===== src/rtl/seg_display_arbiter.sv =====
// Shares a 4-digit multiplexed seven-segment display between two requesters.
// Ownership changes on frame boundaries; define DISP_BLINK_EN to add owner-driven blinking.
module seg_display_arbiter #(
    parameter int SCAN_DIV        = 25000,
    parameter int MIN_HOLD_FRAMES = 4,
    parameter int BLINK_FRAMES    = 8
) (
    input  logic        clk,
    input  logic        rst,
    input  logic        req_a,
    input  logic [19:0] data_a,
    input  logic [3:0]  mask_a,
    input  logic        blink_a,
    input  logic        req_b,
    input  logic [19:0] data_b,
    input  logic [3:0]  mask_b,
    input  logic        blink_b,
    output logic        gnt_a,
    output logic        gnt_b,
    output logic [3:0]  an,
    output logic        a,
    output logic        b,
    output logic        c,
    output logic        d,
    output logic        e,
    output logic        f,
    output logic        g,
    output logic        dp,
    output logic        frame_done
);
    // req_x is a level held for as long as the requester wants the display;
    // gnt_x is registered, at most one is high, and it only moves on a frame boundary.

    localparam int SCAN_W = (SCAN_DIV > 1) ? $clog2(SCAN_DIV) : 1;
    localparam int HOLD_W = $clog2(MIN_HOLD_FRAMES + 1);

    localparam logic [SCAN_W-1:0] SCAN_LAST    = SCAN_W'(SCAN_DIV - 1);
    localparam logic [HOLD_W-1:0] HOLD_MAX     = HOLD_W'(MIN_HOLD_FRAMES);
    localparam logic [HOLD_W-1:0] HOLD_PREEMPT = HOLD_W'(MIN_HOLD_FRAMES - 1);

    typedef enum logic [1:0] {
        IDLE  = 2'd0,
        OWN_A = 2'd1,
        OWN_B = 2'd2
    } state_t;

    state_t             state_q, state_d;
    logic [SCAN_W-1:0]  scan_q, scan_d;
    logic [1:0]         digit_q, digit_d;
    logic [HOLD_W-1:0]  hold_q, hold_d;
    logic [19:0]        snap_data_q, snap_data_d;
    logic [3:0]         snap_mask_q, snap_mask_d;
    logic [3:0]         an_q, an_d;
    logic [6:0]         seg_q, seg_d;

    logic               tick;
    logic               boundary;
    logic               hold_met;
    logic               gnt_change;
    logic               blank;
    logic [4:0]         glyph;

    function automatic logic [6:0] decode_glyph(input logic [4:0] code);
        logic [6:0] s;
        case (code)
            5'd0:    s = 7'b0000001;
            5'd1:    s = 7'b1001111;
            5'd2:    s = 7'b0010010;
            5'd3:    s = 7'b0000110;
            5'd4:    s = 7'b1001100;
            5'd5:    s = 7'b0100100;
            5'd6:    s = 7'b0100000;
            5'd7:    s = 7'b0001111;
            5'd8:    s = 7'b0000000;
            5'd9:    s = 7'b0000100;
            5'd10:   s = 7'b0001000;
            5'd11:   s = 7'b1100000;
            5'd12:   s = 7'b0110001;
            5'd13:   s = 7'b1000010;
            5'd14:   s = 7'b0110000;
            5'd15:   s = 7'b0111000;
            5'd16:   s = 7'b0011000;
            5'd17:   s = 7'b1110001;
            5'd18:   s = 7'b1111110;
            5'd19:   s = 7'b1001000;
            5'd20:   s = 7'b1111001;
            5'd21:   s = 7'b1100000;
            5'd22:   s = 7'b0000001;
            5'd23:   s = 7'b0001000;
            default: s = 7'b1111111;
        endcase
        return s;
    endfunction

    // A has held long enough once the frame now ending brings it to MIN_HOLD_FRAMES.
    always_comb begin
        tick     = (scan_q == SCAN_LAST);
        boundary = tick && (digit_q == 2'd3);
        hold_met = (hold_q >= HOLD_PREEMPT);

        state_d = state_q;
        case (state_q)
            IDLE: begin
                if (req_b) begin
                    state_d = OWN_B;
                end else if (req_a) begin
                    state_d = OWN_A;
                end
            end
            OWN_A: begin
                if (boundary) begin
                    if (req_b && hold_met) begin
                        state_d = OWN_B;
                    end else if (!req_a) begin
                        state_d = req_b ? OWN_B : IDLE;
                    end
                end
            end
            OWN_B: begin
                if (boundary && !req_b) begin
                    state_d = req_a ? OWN_A : IDLE;
                end
            end
            default: state_d = IDLE;
        endcase

        gnt_change = (state_d != state_q);
    end

    always_comb begin
        scan_d  = scan_q;
        digit_d = digit_q;
        hold_d  = hold_q;
        if (gnt_change || (state_q == IDLE)) begin
            scan_d  = '0;
            digit_d = 2'd0;
            hold_d  = '0;
        end else begin
            if (tick) begin
                scan_d  = '0;
                digit_d = digit_q + 2'd1;
            end else begin
                scan_d = scan_q + 1'b1;
            end
            if (boundary && (hold_q != HOLD_MAX)) begin
                hold_d = hold_q + 1'b1;
            end
        end
    end

    // The snapshot only moves between frames so a frame never tears mid-scan.
    always_comb begin
        snap_data_d = snap_data_q;
        snap_mask_d = snap_mask_q;
        if (gnt_change || boundary) begin
            if (state_d == OWN_A) begin
                snap_data_d = data_a;
                snap_mask_d = mask_a;
            end else if (state_d == OWN_B) begin
                snap_data_d = data_b;
                snap_mask_d = mask_b;
            end
        end
    end

    always_comb begin
        case (digit_q)
            2'd0:    glyph = snap_data_q[4:0];
            2'd1:    glyph = snap_data_q[9:5];
            2'd2:    glyph = snap_data_q[14:10];
            default: glyph = snap_data_q[19:15];
        endcase

        an_d  = 4'b1111;
        seg_d = 7'b1111111;
        if ((state_q != IDLE) && snap_mask_q[digit_q] && !blank) begin
            an_d  = ~(4'b0001 << digit_q);
            seg_d = decode_glyph(glyph);
        end
    end

`ifdef DISP_BLINK_EN
    localparam int BLINK_W = (BLINK_FRAMES > 1) ? $clog2(BLINK_FRAMES) : 1;
    localparam logic [BLINK_W-1:0] BLINK_LAST = BLINK_W'(BLINK_FRAMES - 1);

    logic [BLINK_W-1:0] blink_cnt_q, blink_cnt_d;
    logic               blink_phase_q, blink_phase_d;
    logic               owner_blink;

    always_comb begin
        blink_cnt_d   = blink_cnt_q;
        blink_phase_d = blink_phase_q;
        if (gnt_change) begin
            blink_cnt_d   = '0;
            blink_phase_d = 1'b0;
        end else if (boundary) begin
            if (blink_cnt_q == BLINK_LAST) begin
                blink_cnt_d   = '0;
                blink_phase_d = ~blink_phase_q;
            end else begin
                blink_cnt_d = blink_cnt_q + 1'b1;
            end
        end
        owner_blink = ((state_q == OWN_A) && blink_a) || ((state_q == OWN_B) && blink_b);
        blank       = blink_phase_q && owner_blink;
    end

    always_ff @(posedge clk) begin
        if (rst) begin
            blink_cnt_q   <= '0;
            blink_phase_q <= 1'b0;
        end else begin
            blink_cnt_q   <= blink_cnt_d;
            blink_phase_q <= blink_phase_d;
        end
    end
`else
    logic unused_blink;
    assign unused_blink = ^{blink_a, blink_b, (BLINK_FRAMES > 0)};
    assign blank        = 1'b0;
`endif

    always_ff @(posedge clk) begin
        if (rst) begin
            state_q     <= IDLE;
            scan_q      <= '0;
            digit_q     <= 2'd0;
            hold_q      <= '0;
            snap_data_q <= '0;
            snap_mask_q <= '0;
            an_q        <= 4'b1111;
            seg_q       <= 7'b1111111;
        end else begin
            state_q     <= state_d;
            scan_q      <= scan_d;
            digit_q     <= digit_d;
            hold_q      <= hold_d;
            snap_data_q <= snap_data_d;
            snap_mask_q <= snap_mask_d;
            an_q        <= an_d;
            seg_q       <= seg_d;
        end
    end

    assign gnt_a      = (state_q == OWN_A);
    assign gnt_b      = (state_q == OWN_B);
    assign an         = an_q;
    assign {a, b, c, d, e, f, g} = seg_q;
    assign dp         = 1'b1;
    assign frame_done = boundary && (state_q != IDLE);

endmodule


===== config.mk =====
export PLATFORM = sky130hd
export DESIGN_NAME = seg_display_arbiter
export DESIGN_NICKNAME = d
export VERILOG_FILES = /design/src/rtl/seg_display_arbiter.sv
export SDC_FILE = /design/constraint.sdc
export NUM_CORES = 1
export LEC_CHECK = 0
export ABC_AREA = 1
export BUFFER_PORTS_ARGS = -buffer_cell sky130_fd_sc_hd__buf_4
export CORE_MARGIN = 2
export CORE_UTILIZATION = 52
export DETAILED_ROUTE_END_ITERATION = 7
export GPL_TIMING_DRIVEN = 1
export PLACE_DENSITY = 0.8
export SLEW_MARGIN = 20
export SYNTH_ARGS = -nofsm -noshare
export SYNTH_HDL_FRONTEND = slang
export SYNTH_SLANG_ARGS = --single-unit

===== constraint.sdc =====
create_clock -name clk -period 8.6 [get_ports clk]
set_input_delay 0.86 -clock clk [delete_from_list [all_inputs] [get_ports clk]]
set_output_delay 0.86 -clock clk [all_outputs]
set_load 0.05 [all_outputs]

==> reports/qor.txt <==
die area: 6990 um^2
CP Max Fanout: 32
sequential share of the synthesized area: 34.6%
worst slew pin tran: 0.834 ns
Main synth FF type: dfxtp_1
CTS Buf Count: 9
wire length per cell: 12.3 um
share of cells above drive strength 1: 21.6%
Worst-path clk slew: 0.06 ns
fmax: 330 MHz
sw power: 245 uW
Sum Neg Setup Slack: 0 ns
count of pins over their slew limit: 0
Synth Warn #: 0
final critical-path required period: 3.03 ns
NumNets Final: 604
Clock Power Share: 32.2%
Setup WS pre-CTS: 5.46 ns
Worst Skew: 0.00703 ns
antenna cells: 0
hold_buf cts: 0
initial antenna violation count: 0
initial drt markers: 151
peak supply drop: 0.107 mV
largest cells by area after synthesis: dfxtp_1 (35%), nand2_1 (12%), nor2_1 (9.1%)
CORE AREA: 6030 um^2
CP endpoint kind: flip-flop
Crit path buffers/inverters: 3
clk_lat worst skew: 0.34 ns
maxcap violations: 0
P_int: 503 uW
leak pwr: 0.00182 uW
root buffer cell: clkbuf_8
normalized max-slew margin: 44.4%
boundary pin count: 69
PD cells: 187 nW/um^2
Yosys cell types: 35
DP HPWL: 5450 um
Die H: 83.6 um
Crit path largest cell delay: 0.46 ns
fin crit share: 35.3%
H-tree depth: 3
worst hold path class: flip-flop to flip-flop
Setup CP Type: flip-flop to flip-flop
gr usage total: 21.5%
GPL Wtd Cong: 0.901
Synth async-reset ratio: 0%
vias in the first global route: 3,002
Setup Buffers After CTS: 0
Final ANT Viol Nets: 0
outcome: finished, final reports clean
FP Rows: 28
crit path cell chain: ha_1 -> inv_2 -> nor2_4 -> inv_2 -> nor2_2 -> nand2_2 -> nor2_4 -> nand2_1 -> nand3_1 -> o221ai_1 -> ha_1 -> clkinv_1 -> nand2_4 -> nand2_1 -> nand2_1 -> nor2_1
hold slack final: 0.445 ns
Final Core Density: 66.4%
vias: 3,178
first-pass GRT wire length: 12,500 um
Final Hold Fails: 0
Pwr Total: 748 uW
Top Family by Delay on Critical Path: simple AND/OR/NAND/NOR gates
Crit path arrival time: 3.26 ns
Synth top area share: 34.6%
vias per cell: 5.18
final worst slack: 5.57 ns
Post-Syn Area: 3290 um^2
endpoints failing setup: 0
CTS tree: built
crit path launch type: flip-flop
Die W: 83.6 um
CTS Buffer Depth: 2
Mapped Nets: 541
switch share: 32.8%
syn avg cell area: 7.01 um^2
WL final: 7520 um
CP max-delay cell: nand2_4
EDFF count, synth: 0
largest net degree at the start of global routing: 33
Sequential Power Share: 40.2%
WP data required: 8.82 ns
most frequent CP cell: nand2_1
Resized Gates After CTS: 0
GRT overflow: 0
Synth Instances: 470
part of the power in combinational logic: 27.6%
DRC: 0
Port Buffers: 65
starting density of the core: 54.7%
RSZ-0062 raised after global routing: no
Seq cells post-synth: 57
Synth area leader: dfxtp_1
first-pass iteration count of the detailed router: 4
Synth-to-Final Area Change: 21.4%
clk sinks: 57
==> synthesized netlist by cell type, types with 4 or more instances <==
cell type	count
dfxtp_1	57
o21ai_0	22
nand3_1	22
mux2i_1	8
clkbuf_1	7
inv_1	50
nand4_1	4
nor3_1	6
o211ai_1	4
nand2_1	106
nor2_1	80
nor3b_1	5
mux2_2	16
inv_2	5
ha_1	17
a21oi_1	22
xor2_1	4
o22ai_1	8
==> cell families (layout without fill, tap and decap cells) <==
kind of cell	count (synthesis)	in the layout	synth area share, %
AND/OR/NAND/NOR	236	236	30.9
multiplexers	24	24	7.90
XOR/XNOR	4	4	1.06
flip-flops	57	57	34.6
AO/OA/AOI/OAI	60	60	10.1
adder cells (fa/ha/maj)	17	17	6.46
buffers and inverters	71	139	8.85
other	1	1	0.114
==> per-stage QoR <==
stage | area, um^2 | cells
CTS | 4000 | 613
global route | 4000 | 613
detailed placement | 3810 | 597
global placement | 3810 | 597
floorplan | 3290 | 470
finish | 4000 | 613
==> worst paths after layout <==
| kind | start | to | slack (ns) | depth (start not counted) |
|---|---|---|---|---|
| worst max register to register | scan_q[0] | snap_data_q[7] | 5.57 | 16 |
| worst min register to register | scan_q[0] | scan_q[0] | 0.45 | 1 |
| worst max-delay path | scan_q[0] | snap_data_q[7] | 5.57 | 16 |
| worst min-delay path | scan_q[0] | scan_q[0] | 0.45 | 1 |
==> worst register-to-register path, cell delays in order (launching register included) <==
cell and delay (ns):
dfxtp_1 0.35, ha_1 0.25, inv_2 0.06, nor2_4 0.09, inv_2 0.04, nor2_2 0.10
nand2_2 0.10, nor2_4 0.16, nand2_1 0.08, nand3_1 0.11, o221ai_1 0.15, ha_1 0.31
clkinv_1 0.41, nand2_4 0.46, nand2_1 0.10, nand2_1 0.10, nor2_1 0.06
==> flip-flops by register name (all words and copies together) (netlist names) <==
register	cells
an	4
snap_data_q	20
digit_q	2
scan_q	15
snap_mask_q	4
seg_q	7
state_q	2
hold_q	3
==> final cells by class <==
| class | count | area (um^2) |
|---|---|---|
| clock buffers | 14 | 183 |
| clock inverters | 2 | 10.0 |
| fillers | 543 | 2030 |
| inverters | 57 | 214 |
| multi-input cells | 342 | 1860 |
| flip-flops and latches | 57 | 1140 |
| well taps | 75 | 93.8 |
| repair buffers | 66 | 495 |
==> power by group through the flow <==
stage | clock network [uW] | registers [uW] | logic, uW
floorplan | 0 | 310 | 154
global placement | 0 | 305 | 199
CTS | 243 | 300 | 206
global route | 256 | 303 | 235
finish | 241 | 301 | 206
detailed placement | 0 | 306 | 203
==> routing by layer <==
metal	GRT usage (%)	routed length (um)	up-vias
li1	-	-	1622
met2	38.2	3640	100
met4	8.06	109	0
met1	25.4	3350	1441
met3	4.55	415	15
met5	0	0	-
==> placed cells by master, fill, tap and decap left out, drive strengths merged <==
master | netlist | final
o21ai | 23 | 23
inv | 55 | 55
xor2 | 4 | 4
a211oi | 1 | 1
o221ai | 1 | 1
o211ai | 4 | 4
mux2i | 8 | 8
mux2 | 16 | 16
clkinv | 2 | 4
nand2 | 110 | 110
nand4 | 4 | 4
dfxtp | 57 | 57
nand3 | 23 | 23
or2 | 1 | 1
a21oi | 22 | 22
nor2 | 86 | 86
clkbuf | 7 | 14
buf | 7 | 66
a21boi | 1 | 1
nor3 | 7 | 7
ha | 17 | 17
o22ai | 8 | 8
conb | 1 | 1
nor3b | 5 | 5
(Power assumes the default switching activity.)
